[src/rtl/phy_tx_pkg.sv]
// Shared definitions for the PHY transmit serializer: comma byte, FSM encoding
// and the default length of the post-reset comma run.
package phy_tx_pkg;

  localparam logic [7:0] COMMA_BC = 8'hBC;
  localparam int SYNC_BCS_DEFAULT = 4;

  typedef enum logic {
    SYNC = 1'b0,
    RUN  = 1'b1
  } tx_state_e;

endpackage

[src/rtl/phy_tx_shifter.sv]
// 8-bit load/shift register with a 0..7 bit counter; data_out is the MSB and
// boundary flags the edge on which the next byte is loaded.
module phy_tx_shifter
  import phy_tx_pkg::*;
(
  input  logic       clk_32f,
  input  logic       reset,
  input  logic [7:0] load_byte,
  output logic       data_out,
  output logic       boundary
);

  logic [7:0] sh;
  logic [2:0] bit_cnt;

  always_ff @(posedge clk_32f or negedge reset) begin
    if (!reset) begin
      sh      <= COMMA_BC;
      bit_cnt <= 3'd0;
    end else if (bit_cnt == 3'd7) begin
      sh      <= load_byte;
      bit_cnt <= 3'd0;
    end else begin
      sh      <= {sh[6:0], 1'b0};
      bit_cnt <= bit_cnt + 3'd1;
    end
  end

  assign boundary = (bit_cnt == 3'd7);
  assign data_out = sh[7];

endmodule

[src/rtl/phy_tx_serializer.sv]
// Transmit serializer: comma run after reset, then payload/comma byte slots
// shifted MSB-first. Optional payload byte counter under TX_BYTE_CNT_EN.
module phy_tx_serializer
  import phy_tx_pkg::*;
#(
  parameter int SYNC_BCS = SYNC_BCS_DEFAULT
) (
  input  logic        clk_32f,
  input  logic        reset,
  input  logic [7:0]  data_in,
  input  logic        valid_in,
  output logic        ready_out,
  output logic        data_out,
`ifdef TX_BYTE_CNT_EN
  output logic        active_out,
  output logic [15:0] byte_cnt_out
`else
  output logic        active_out
`endif
);

  localparam logic [3:0] SYNC_LAST = 4'(SYNC_BCS);

  tx_state_e  state, state_next;
  logic [3:0] sync_cnt, sync_cnt_next;
  logic [7:0] hold;
  logic       hold_v;
  logic [7:0] load_byte;
  logic       load_payload;
  logic       boundary;
  logic       accept;

  phy_tx_shifter u_shifter (
    .clk_32f   (clk_32f),
    .reset     (reset),
    .load_byte (load_byte),
    .data_out  (data_out),
    .boundary  (boundary)
  );

  assign ready_out = (state == RUN) && !hold_v;
  assign accept    = valid_in && ready_out;

  always_ff @(posedge clk_32f or negedge reset) begin
    if (!reset) state <= SYNC;
    else        state <= state_next;
  end

  // hold_v is only ever set in RUN, so the slot that ends SYNC always loads a comma
  always_comb begin
    state_next    = state;
    sync_cnt_next = sync_cnt;
    load_byte     = COMMA_BC;
    load_payload  = 1'b0;
    if (boundary) begin
      if (state == SYNC) begin
        sync_cnt_next = sync_cnt + 4'd1;
        if (sync_cnt_next == SYNC_LAST) state_next = RUN;
      end
      if (hold_v) begin
        load_byte    = hold;
        load_payload = 1'b1;
      end
    end
  end

  // Accept and drain never coincide: accept needs hold empty, drain needs it full
  always_ff @(posedge clk_32f or negedge reset) begin
    if (!reset) begin
      sync_cnt   <= 4'd0;
      hold       <= 8'd0;
      hold_v     <= 1'b0;
      active_out <= 1'b0;
    end else begin
      sync_cnt <= sync_cnt_next;
      if (accept) begin
        hold   <= data_in;
        hold_v <= 1'b1;
      end else if (load_payload) begin
        hold_v <= 1'b0;
      end
      if (boundary) active_out <= load_payload;
    end
  end

`ifdef TX_BYTE_CNT_EN
  always_ff @(posedge clk_32f or negedge reset) begin
    if (!reset)                                      byte_cnt_out <= 16'd0;
    else if (load_payload && byte_cnt_out != 16'hFFFF) byte_cnt_out <= byte_cnt_out + 16'd1;
  end
`endif

endmodule
[config.mk]
export PLATFORM = sky130hd
export DESIGN_NAME = phy_tx_serializer
export DESIGN_NICKNAME = d
export VERILOG_FILES = /design/src/rtl/phy_tx_pkg.sv /design/src/rtl/phy_tx_shifter.sv /design/src/rtl/phy_tx_serializer.sv
export SDC_FILE = /design/constraint.sdc
export NUM_CORES = 1
export LEC_CHECK = 0
export BUFFER_PORTS_ARGS = -buffer_cell sky130_fd_sc_hd__buf_2
export CAP_MARGIN = 0
export CORE_MARGIN = 2
export CORE_UTILIZATION = 55
export DETAILED_ROUTE_END_ITERATION = 10
export GPL_TIMING_DRIVEN = 0
export PLACE_DENSITY = 0.76
export SLEW_MARGIN = 25
export SYNTH_ARGS = -nofsm -noshare
export SYNTH_HDL_FRONTEND = slang
export SYNTH_HIERARCHICAL = 1
export SYNTH_SLANG_ARGS = --single-unit
[constraint.sdc]
create_clock -name clk_32f -period 2.4 [get_ports clk_32f]
set_clock_uncertainty 0.2 [all_clocks]
set_input_delay 0.24 -clock clk_32f [delete_from_list [all_inputs] [get_ports clk_32f]]
set_output_delay 0.24 -clock clk_32f [all_outputs]
set_load 0.005 [all_outputs]
==> reports/qor.log, run 1 <==
INFO  worst_setup_path biggest_cell_delay_along_the_critical_path=0.38ns
INFO  global_routing grt_antenna_before_repair=0
INFO  cts            worst_setup_hold_path_clk_slew=0.13ns
INFO  cts            cts.sinks=26
INFO  cts            postCtsSetupBuffers=0
INFO  yosys          yosysWarningCount=6
INFO  power          power_leakage=0.678nW
INFO  placed_design  place_congestion=0.681
INFO  worst_setup_path worstPathCellList=ha_1 > ha_1 > nand2_1 > or2_2 > mux2_4
INFO  worst_setup_path criticalPathCategory=reg2reg
INFO  yosys          ys.flop_type=sky130_fd_sc_hd__dfrtp_1
INFO  cts            ctsHtreeMaxLevel=1
INFO  floorplanning  die_width=49.4um
INFO  worst_setup_path path_delay_family=simple AND/OR/NAND/NOR gates
INFO  outcome        status=finished, final reports clean
INFO  yosys          netlist_top_cells_count=sky130_fd_sc_hd__dfrtp_1 (21), sky130_fd_sc_hd__mux2_4 (15), sky130_fd_sc_hd__or2_2 (6)
INFO  global_routing grt.met3_usage=5.52%
INFO  floorplanning  std_cell_rows=16
INFO  worst_setup_path critical_path.max_fanout=9
INFO  cts            tritoncts=yes
INFO  detailed_routing drt-pass1-iter-count=2
INFO  finish         design.final.nets=115
INFO  floorplanning  core_area=0.00194sqmm
INFO  cts            cts_inserted_buffers=3
INFO  sta            tightest_slew=0.548ns
INFO  yosys          synth_enable_flop_cells=0
INFO  cts            ctsRootBufferMaster=sky130_fd_sc_hd__clkbuf_4
INFO  placed_design  port-buffer-count=13
INFO  yosys          number_of_different_library_cells_in_the_post_synthesis_netlist=21
INFO  yosys          asyncSetResetFlopFracSynth=100%
INFO  cts            cts-resized-gates=0
INFO  yosys          postSynthNetCount=88
INFO  worst_setup_path critPathCaptureType=flip-flop
INFO  sta            slew_violations=0
INFO  detailed_routing route.detailed.vias_per_inst=4.95
INFO  placed_design  hpwl=1.17mm
INFO  floorplanning  die_area=0.00244sqmm
INFO  power          switching_share=19.8%
INFO  worst_setup_path worstPathBufferInverterCount=0
INFO  worst_setup_path arrival=1.96ns
INFO  global_routing globalRoute.busiestLayer=met2
INFO  detailed_routing post_drt_wl_per_cell=13.9um
INFO  sta            timing.final.hold_violations=0
INFO  cts            holdBufCountCts=9
INFO  placed_design  placement.cell_area=0.00123sqmm
INFO  cts            cts.path.max_buffers=2
INFO  power          sequentialPowerShare=55.7%
INFO  global_routing grt-ovfl-total=0
INFO  detailed_routing drt_iter0_markers=2
INFO  power          power_frac_comb=14.6%
INFO  yosys          synth_top_cell_by_area=sky130_fd_sc_hd__dfrtp_1
INFO  yosys          cell_types_with_the_largest_area_share_after_synthesis=sky130_fd_sc_hd__dfrtp_1 (46%), sky130_fd_sc_hd__mux2_4 (20%), sky130_fd_sc_hd__dfstp_2 (12%), sky130_fd_sc_hd__ha_1 (4.4%), sky130_fd_sc_hd__or2_2 (3.3%)
INFO  floorplanning  ios=14
INFO  yosys          post_synth_inst_count=73
INFO  finish         antenna-diode-count=0
INFO  global_routing grt_first_pass_wirelength=3.13mm
INFO  detailed_routing route.antenna.remaining_nets=0
INFO  sta            rsz0062_at_grt=no
INFO  sta            max_freq=526MHz
INFO  global_routing grt_max_degree=27
INFO  finish         final.fill_count=143
INFO  worst_setup_path cp_data_required_time=2.46ns
INFO  floorplanning  initial_core_util=58.2%
INFO  global_routing grt_use_met1=20.7%
INFO  sta            slew_headroom=63.5%
INFO  detailed_routing detail_route.drc_violations=0
INFO  global_routing first_global_vias=715
INFO  worst_setup_path critical-path-slowest-cell=sky130_fd_sc_hd__dfrtp_1
INFO  power          p_per_area=713mW/mm^2
INFO  yosys          netlist_area=0.00113sqmm
INFO  yosys          synth_area_per_cell=15.5squm
INFO  global_routing grt.met2_usage=30.6%
INFO  worst_setup_path worstSetupStartpointType=flip-flop
INFO  sta            final.setup.tns=0ns
INFO  cts            worst_skew_pair.late_latency=0.31ns
INFO  finish         drive_above_1_share=50.5%
INFO  sta            period_minus_slack=1.90ns
INFO  worst_setup_path worstRegToRegCells=5
INFO  power          clock_power_share=29.7%
INFO  yosys          yosysSeqAreaShare=58.1%
INFO  worst_setup_path critical_path_cell_count=5
INFO  power          power_switching=0.194mW
INFO  power          irDropWorstVdd=608uV
INFO  finish         layout-area-overhead-vs-synth=21.3%
INFO  finish         finalInstanceArea=0.00137sqmm
INFO  detailed_routing route.vias.total=624
INFO  floorplanning  dieHeight=49.4um
INFO  yosys          synth_top_area_share=46.5%
INFO  power          cellInternalPower=0.784mW
INFO  sta            final.period_utilization=79.2%
INFO  worst_setup_path critPathMostFrequentCell=sky130_fd_sc_hd__ha_1
INFO  yosys          library_cell_with_the_highest_instance_count_after_synthesis=sky130_fd_sc_hd__dfrtp_1
INFO  finish         combined_area_of_the_multi_input_logic_cells=455squm
INFO  global_routing track_usage=17.3%
INFO  flow_run       drv.max_cap_violation_count=0
INFO  hold_path      worstHoldPathCells=3
INFO  yosys          ys_ff_latch=26
INFO  sta            final-setup-viol-count=0
INFO  detailed_routing wirelength=1.76mm
INFO  finish         register_area=657squm
INFO  hold_path      worst_min_delay_path_class=in2reg
## stage by stage
stage | total power [mW] | hold WS, ns | util, % | cells | setup WS (ns)
3_5_place_dp | 0.686 | 0.0573 | 63.3 | 113 | 0.485
6_report | 0.978 | 0.0702 | 70.7 | 126 | 0.499
3_3_place_gp | 0.678 | 0.0602 | 63.3 | 113 | 0.552
2_1_floorplan | 0.641 | -0.256 | - | 73 | 0.743
5_1_grt | 1.03 | 0.0600 | 70.7 | 126 | 0.345
4_1_cts | 0.990 | 0.0711 | 70.7 | 126 | 0.468
## area by class of cell
| type | instances | area share, % |
|---|---|---|
| plain buffers | 1 | 0.820 |
| clock buffers | 3 | 1.64 |
| clock inverters | 1 | 2.19 |
| inverters | 2 | 0.547 |
| multi-input cells | 44 | 33.2 |
| flip-flops and latches | 26 | 47.9 |
| well taps | 27 | 2.46 |
| repair buffers | 22 | 11.3 |
## layer usage
layer	up-vias	part of all wire, %	wire, um
met5	-	0	0
li1	299	-	-
met2	11	52	914
met4	0	0	0
met3	0	3.5	61
met1	314	44	780
## cells by family (layout without fill, tap and decap cells)
kind of cell / Yosys count / in the layout / share of synthesized area (%)
buffers and inverters: 3 / 29 / 1.66
muxes: 16 / 16 / 20.9
xor gates and xnor gates: 3 / 3 / 2.32
adders and majority gates: 4 / 4 / 4.42
AOI/OAI and AO/OA: 2 / 2 / 0.885
DFF: 26 / 26 / 58.1
and+or+nand+nor: 19 / 19 / 11.7
## state kept, by name (all words and copies together), names as in the netlist
name,count
active_out,1
hold,8
state,1
u_shifter/sh,8
sync_cnt,4
hold_v,1
u_shifter/bit_cnt,3
## layout by cell type (no fill, tap or decap), types with 2 or more instances in the layout
cell and count:
sky130_fd_sc_hd__and3_2 3, sky130_fd_sc_hd__buf_2 13, sky130_fd_sc_hd__clkbuf_4 3, sky130_fd_sc_hd__dfrtp_1 21, sky130_fd_sc_hd__dfstp_2 5, sky130_fd_sc_hd__dlygate4sd3_1 9, sky130_fd_sc_hd__ha_1 4, sky130_fd_sc_hd__inv_1 2
sky130_fd_sc_hd__mux2_4 15, sky130_fd_sc_hd__nand2_1 2, sky130_fd_sc_hd__o21ai_0 2, sky130_fd_sc_hd__or2_2 6, sky130_fd_sc_hd__xnor2_1 2
## tightest hold or removal path, delay by kind of cell
family,cells,cell delay [ns]
buf+inv,1,0.10
simple gates,1,0.12
compound gates,1,0.10
## power groups by stage
| stage | combinational [mW] | clock, mW | sequential (mW) |
|---|---|---|---|
| global placement | 0.127 | 0 | 0.551 |
| global route | 0.155 | 0.325 | 0.553 |
| finish | 0.143 | 0.290 | 0.545 |
| detailed placement | 0.132 | 0 | 0.554 |
| CTS | 0.144 | 0.301 | 0.546 |
| floorplan | 0.0960 | 0 | 0.545 |
## path summary, 6_finish.rpt
| kind | from | to | slack [ns] |
|---|---|---|---|
| max reg2reg | u_shifter/bit_cnt[0] | u_shifter/sh[5] | 0.50 |
| min | valid_in | hold_v | 0.07 |
| max | u_shifter/bit_cnt[0] | u_shifter/sh[5] | 0.50 |
| min reg2reg | u_shifter/bit_cnt[0] | u_shifter/bit_cnt[0] | 0.24 |
| min in group asynchronous | reset | sync_cnt[0] | 0.23 |
| max in group asynchronous | reset | u_shifter/sh[3] | 1.40 |
(Power assumes the default switching activity.)
==> inputs of run 2 (changes only) <==
Clock period 2.4 ns to 1.95 ns, I/O delays scaled along.
==> run 2 against run 1 <==
Effect of this change:
- first-iteration DRC count grew 50%
- die area unchanged
- critical path depth unchanged
- global-route usage unchanged
- sequential power up 23%
- routed wire length shrank 0.51%
- via count decreased by 1.3%
- total power is 23% higher
- non-clock buffer count unchanged
- register-to-register slack worse by 0.38 ns
- largest power group unchanged
==> reports/qor.log, run 2 (same netlist as run 1, synthesis figures left out) <==
INFO  outcome        status=finished, final reports clean
INFO  placed_design  placement.cell_area=0.00123sqmm
INFO  detailed_routing drt_iter0_markers=3
INFO  finish         final_cell_mix=sky130_fd_sc_hd__dfrtp_1 (21), sky130_fd_sc_hd__mux2_4 (15), sky130_fd_sc_hd__buf_2 (13)
INFO  worst_setup_path r2r-start=u_shifter/bit_cnt[0]
INFO  floorplanning  dieHeight=49.4um
INFO  cts            tritoncts=yes
INFO  sta            period_minus_slack=1.83ns
INFO  cts            cts_inserted_buffers=3
INFO  floorplanning  die_area=0.00244sqmm
INFO  cts            worst_skew_pair.late_latency=0.31ns
INFO  detailed_routing post_drt_wl_per_cell=13.9um
INFO  global_routing grt_max_degree=27
INFO  global_routing track_usage=17.3%
INFO  sta            finalWorstSetupSlack=0.116ns
INFO  global_routing grt-ovfl-total=0
INFO  finish         layout-area-overhead-vs-synth=21.6%
INFO  power          irDropWorstVdd=745uV
INFO  worst_setup_path critical_path_cell_count=5
INFO  detailed_routing drt-pass1-iter-count=3
INFO  worst_setup_path arrival=1.89ns
INFO  worst_setup_path ff2ff_setup_slack=0.12ns
INFO  detailed_routing wirelength=1.75mm
INFO  cts            cts.sinks=26
INFO  floorplanning  core_area=0.00194sqmm
INFO  worst_setup_path biggest_cell_delay_along_the_critical_path=0.38ns
INFO  cts            cts.path.max_buffers=2
INFO  finish         antenna-diode-count=0
INFO  cts            ctsHtreeMaxLevel=1
INFO  sta            slew_violations=0
INFO  placed_design  place_congestion=0.681
INFO  sta            timing.final.hold_violations=0
INFO  worst_setup_path path_delay_family=simple AND/OR/NAND/NOR gates
INFO  power          power_leakage=0.674nW
INFO  hold_path      worst_min_delay_path_class=in2reg
INFO  sta            final-setup-viol-count=0
INFO  worst_setup_path crit_start=u_shifter/bit_cnt[0]
INFO  detailed_routing route.detailed.vias_per_inst=4.89
INFO  power          sequentialPowerShare=55.8%
INFO  sta            max_freq=545MHz
INFO  finish         post_layout_nonfiller_instances=126
INFO  detailed_routing route.vias.total=616
INFO  placed_design  port-buffer-count=13
INFO  worst_setup_path worstPathCellList=ha_1 > ha_2 > nand2_1 > or2_2 > mux2_4
INFO  worst_setup_path critical_path.max_fanout=9
INFO  power          p_per_area=874mW/mm^2
INFO  sta            final.setup.tns=0ns
INFO  cts            worst_setup_hold_path_clk_slew=0.13ns
INFO  finish         final_core_util=70.8%
INFO  sta            tightest_slew=0.549ns
INFO  sta            final.period_utilization=94.1%
INFO  power          power_frac_comb=14.6%
INFO  global_routing grt_first_pass_wirelength=3.13mm
INFO  worst_setup_path worstRegToRegCells=5
INFO  power          power_switching=0.237mW
INFO  placed_design  hpwl=1.17mm
INFO  detailed_routing route.antenna.remaining_nets=0
INFO  power          switching_share=19.7%
INFO  sta            rsz0062_at_grt=no
INFO  finish         finalInstanceArea=0.00138sqmm
INFO  sta            slew_headroom=63.4%
INFO  cts            postCtsSetupBuffers=0
INFO  floorplanning  ios=14
INFO  finish         final.fill_count=143
INFO  global_routing first_global_vias=715
INFO  worst_setup_path criticalPathCategory=reg2reg
INFO  finish         largest_registers=hold (8), u_shifter/sh (8), sync_cnt (4)
INFO  worst_setup_path critical_path.endpoint=u_shifter/sh[5]
INFO  power          cellInternalPower=0.965mW
INFO  finish         final_common_cell=sky130_fd_sc_hd__dfrtp_1
INFO  finish         design.final.nets=115
INFO  placed_design  dp_worst_setup_slack=0.0350ns
INFO  floorplanning  std_cell_rows=16
INFO  placed_design  place.detailed.instances=113
INFO  floorplanning  die_width=49.4um
INFO  cts            ctsRootBufferMaster=sky130_fd_sc_hd__clkbuf_4
INFO  finish         drive_above_1_share=51.5%
INFO  worst_setup_path critPathCaptureType=flip-flop
INFO  worst_setup_path worstSetupStartpointType=flip-flop
INFO  power          clock_power_share=29.6%
INFO  detailed_routing detail_route.drc_violations=0
INFO  worst_setup_path critical-path-slowest-cell=sky130_fd_sc_hd__dfrtp_1
INFO  worst_setup_path worstReg2RegEnd=u_shifter/sh[5]
INFO  flow_run       drv.max_cap_violation_count=0
INFO  global_routing grt_antenna_before_repair=0
INFO  worst_setup_path worstPathBufferInverterCount=0
INFO  worst_setup_path cp_data_required_time=2.01ns
INFO  floorplanning  initial_core_util=58.2%
## run 2: cell counts in the layout (fill, tap and decap cells not counted)
Identical to the previous run, type by type.
## run 2: power by group through the flow
| stage | logic (mW) | registers (mW) | clock network (mW) |
|---|---|---|---|
| floorplan | 0.118 | 0.671 | 0 |
| global placement | 0.156 | 0.679 | 0 |
| detailed placement | 0.162 | 0.681 | 0 |
| CTS | 0.177 | 0.672 | 0.370 |
| global route | 0.191 | 0.681 | 0.400 |
| finish | 0.175 | 0.671 | 0.356 |
## run 2: metrics by stage
stage	hold slack (ns)	power (mW)
4_1_cts	0.0261	1.22
6_report	0.0295	1.20
5_1_grt	0.0150	1.27
3_5_place_dp	0.0123	0.844
3_3_place_gp	0.0152	0.835
2_1_floorplan	-0.301	0.789
## run 2: final cells by class
cell class / instances / area (sq um) / share of cell area, %
repair buffers: 22 / 155 / 11.3
inverters: 2 / 7.51 / 0.546
multi-input cells: 44 / 458 / 33.3
flip-flops and latches: 26 / 657 / 47.8
well taps: 27 / 33.8 / 2.46
clock inverters: 1 / 30.0 / 2.18
clock buffers: 3 / 22.5 / 1.64
plain buffers: 1 / 11.3 / 0.819
## run 2: how the worst min path moves through the flow
stage,start,to,slack (ns),depth (start not counted)
floorplan,reset,active_out,-0.30,0
global placement,reset,hold[6],0.02,1
detailed placement,reset,hold[6],0.01,1
CTS,valid_in,hold_v,0.03,3
global route,valid_in,hold_v,0.01,3
finish,valid_in,hold_v,0.03,3
## run 2: worst min-delay path, stage by stage
cell and delay, ns:
sky130_fd_sc_hd__buf_2 0.10, sky130_fd_sc_hd__nand2_4 0.12, sky130_fd_sc_hd__o21ai_0 0.10
## run 2: per-layer routing
metal / share of wire [%] / track usage (%)
met5: 0 / 0
met3: 2.9 / 5.52
met2: 53 / 30.6
met4: 0 / 2.86
met1: 44 / 20.7
## run 2: what timing repair did
action	in CTS	in global routing
hold buffers	9	0
gates resized for setup	0	1
hold endpoints to repair	29	0
endpoints found under the setup margin	0	5
==> inputs of run 3 (changes only) <==
Settings changed: HOLD_SLACK_MARGIN set to 0.15.
==> run 3 against run 2 <==
Effect of this change:
- clock power is essentially flat
- global-route usage grew 0.13 points
- worst setup slack lost 0.00055 ns
- design area grew 0.73%
- sequential share of layout area shrank 0.35 points
- fmax is essentially flat
- critical endpoint unchanged
- count of clock-buffer cells in the layout is the same
- routed wire length grew 1.1%
- register-to-register slack is essentially flat
==> reports/qor.log, run 3 (same netlist as run 1, synthesis figures left out) <==
INFO  finish         antenna-diode-count=0
INFO  flow_run       drv.max_cap_violation_count=0
INFO  floorplanning  ios=14
INFO  outcome        status=finished, final reports clean
INFO  finish         register_area=657squm
INFO  floorplanning  initial_core_util=58.2%
INFO  worst_setup_path cp_data_required_time=2.01ns
INFO  power          p_per_area=869mW/mm^2
INFO  finish         final_common_cell=sky130_fd_sc_hd__dfrtp_1
INFO  placed_design  place_congestion=0.681
INFO  sta            timing.final.hold_violations=0
INFO  global_routing grt_first_pass_wirelength=3.15mm
INFO  finish         combined_area_of_the_multi_input_logic_cells=458squm
INFO  cts            postCtsSetupBuffers=0
INFO  placed_design  hpwl=1.17mm
INFO  detailed_routing post_drt_wl_per_cell=13.9um
INFO  global_routing grt_max_degree=27
INFO  placed_design  placement.cell_area=0.00123sqmm
INFO  floorplanning  die_area=0.00244sqmm
INFO  finish         drive_above_1_share=51.0%
INFO  finish         layout-area-overhead-vs-synth=22.5%
INFO  finish         final_cell_mix=sky130_fd_sc_hd__dfrtp_1 (21), sky130_fd_sc_hd__mux2_4 (15), sky130_fd_sc_hd__buf_2 (13)
INFO  sta            slew_headroom=63.4%
INFO  finish         finalInstanceArea=0.00139sqmm
INFO  finish         largest_registers=hold (8), u_shifter/sh (8), sync_cnt (4)
INFO  sta            slew_violations=0
INFO  sta            final-setup-viol-count=0
INFO  worst_setup_path worstSetupStartpointType=flip-flop
INFO  worst_setup_path ff2ff_setup_slack=0.12ns
INFO  worst_setup_path critical-path-slowest-cell=sky130_fd_sc_hd__dfrtp_1
INFO  global_routing grt-ovfl-total=0
INFO  sta            max_freq=545MHz
INFO  floorplanning  die_width=49.4um
INFO  cts            tritoncts=yes
INFO  worst_setup_path worstPathBufferInverterCount=0
INFO  sta            rsz0062_at_grt=no
INFO  global_routing first_global_vias=721
INFO  floorplanning  std_cell_rows=16
INFO  cts            worst_skew_pair.late_latency=0.31ns
INFO  power          power_frac_comb=14.7%
INFO  global_routing grt_antenna_before_repair=0
INFO  cts            ctsRootBufferMaster=sky130_fd_sc_hd__clkbuf_4
INFO  finish         post_layout_nonfiller_instances=127
INFO  detailed_routing route.vias.total=622
INFO  detailed_routing drt_iter0_markers=3
INFO  sta            final.period_utilization=94.1%
INFO  worst_setup_path critical_path.max_fanout=9
INFO  cts            cts.sinks=26
INFO  floorplanning  core_area=0.00194sqmm
INFO  sta            tightest_slew=0.549ns
INFO  cts            cts.path.max_buffers=2
INFO  placed_design  dp_worst_setup_slack=0.0350ns
INFO  power          clock_power_share=29.6%
INFO  cts            cts_inserted_buffers=3
INFO  cts            ctsHtreeMaxLevel=1
INFO  cts            worst_setup_hold_path_clk_slew=0.13ns
INFO  power          power_leakage=0.679nW
INFO  placed_design  port-buffer-count=13
INFO  worst_setup_path path_delay_family=simple AND/OR/NAND/NOR gates
INFO  detailed_routing route.detailed.vias_per_inst=4.90
INFO  sta            finalWorstSetupSlack=0.115ns
INFO  power          sequentialPowerShare=55.7%
INFO  detailed_routing wirelength=1.77mm
INFO  power          power_switching=0.237mW
INFO  power          switching_share=19.7%
INFO  worst_setup_path worstPathCellList=ha_1 > ha_2 > nand2_1 > or2_2 > mux2_4
INFO  global_routing track_usage=17.4%
INFO  worst_setup_path criticalPathCategory=reg2reg
INFO  power          irDropWorstVdd=745uV
INFO  worst_setup_path arrival=1.89ns
INFO  detailed_routing route.antenna.remaining_nets=0
INFO  floorplanning  dieHeight=49.4um
INFO  worst_setup_path biggest_cell_delay_along_the_critical_path=0.38ns
INFO  power          cellInternalPower=0.966mW
INFO  sta            period_minus_slack=1.83ns
INFO  worst_setup_path critPathCaptureType=flip-flop
INFO  finish         design.final.nets=116
INFO  hold_path      worst_min_delay_path_class=in2async
INFO  finish         final.fill_count=142
INFO  detailed_routing detail_route.drc_violations=0
INFO  placed_design  place.detailed.instances=113
INFO  sta            final.setup.tns=0ns
INFO  detailed_routing drt-pass1-iter-count=3
[run 3: layout make-up]
cell class,instances,area share [%]
buffer,1,0.813
multi-input combinational,44,33.1
clock buffer,3,1.63
clock inverter,1,2.17
timing repair buffer,23,11.9
tap,27,2.44
inverter,2,0.542
sequential,26,47.4
[run 3: repair_timing]
item,4_1_cts,5_1_grt
hold buffers,10,0
gates resized for setup,0,1
endpoints found under the setup margin,0,5
endpoints found under the hold margin,35,0
[run 3: path summary, 6_finish.rpt]
path / start / end / cells after the start
max in group asynchronous: reset / u_shifter/sh[3] / 2
worst max-delay path: u_shifter/bit_cnt[0] / u_shifter/sh[5] / 5
min in group clk_32f: u_shifter/bit_cnt[0] / u_shifter/bit_cnt[0] / 1
worst min-delay path: reset / sync_cnt[0] / 2
worst max register to register: u_shifter/bit_cnt[0] / u_shifter/sh[5] / 5
worst min register to register: u_shifter/bit_cnt[0] / u_shifter/bit_cnt[0] / 1
[run 3: power by group through the flow]
stage               registers, mW  logic, mW  clock network, mW
detailed placement          0.681      0.162                  0
global route                0.681      0.193              0.400
global placement            0.679      0.156                  0
floorplan                   0.671      0.118                  0
CTS                         0.672      0.179              0.370
finish                      0.671      0.177              0.356
[run 3: metal layers]
layer / vias up / share of wire [%] / track usage (%)
met5: - / 0 / 0
met4: 0 / 0 / 2.86
met3: 0 / 2.9 / 5.52
met2: 10 / 53 / 31.1
met1: 310 / 44 / 20.7
li1: 302 / - / -
[run 3: metrics by stage]
step / hold slack, ns / utilization, % / total power, mW
after floorplan: -0.301 / - / 0.789
after CTS: 0.192 / 71.2 / 1.22
final: 0.183 / 71.3 / 1.20
after detailed placement: 0.0123 / 63.3 / 0.844
after global placement: 0.0152 / 63.3 / 0.835
after global routing: 0.211 / 71.3 / 1.27
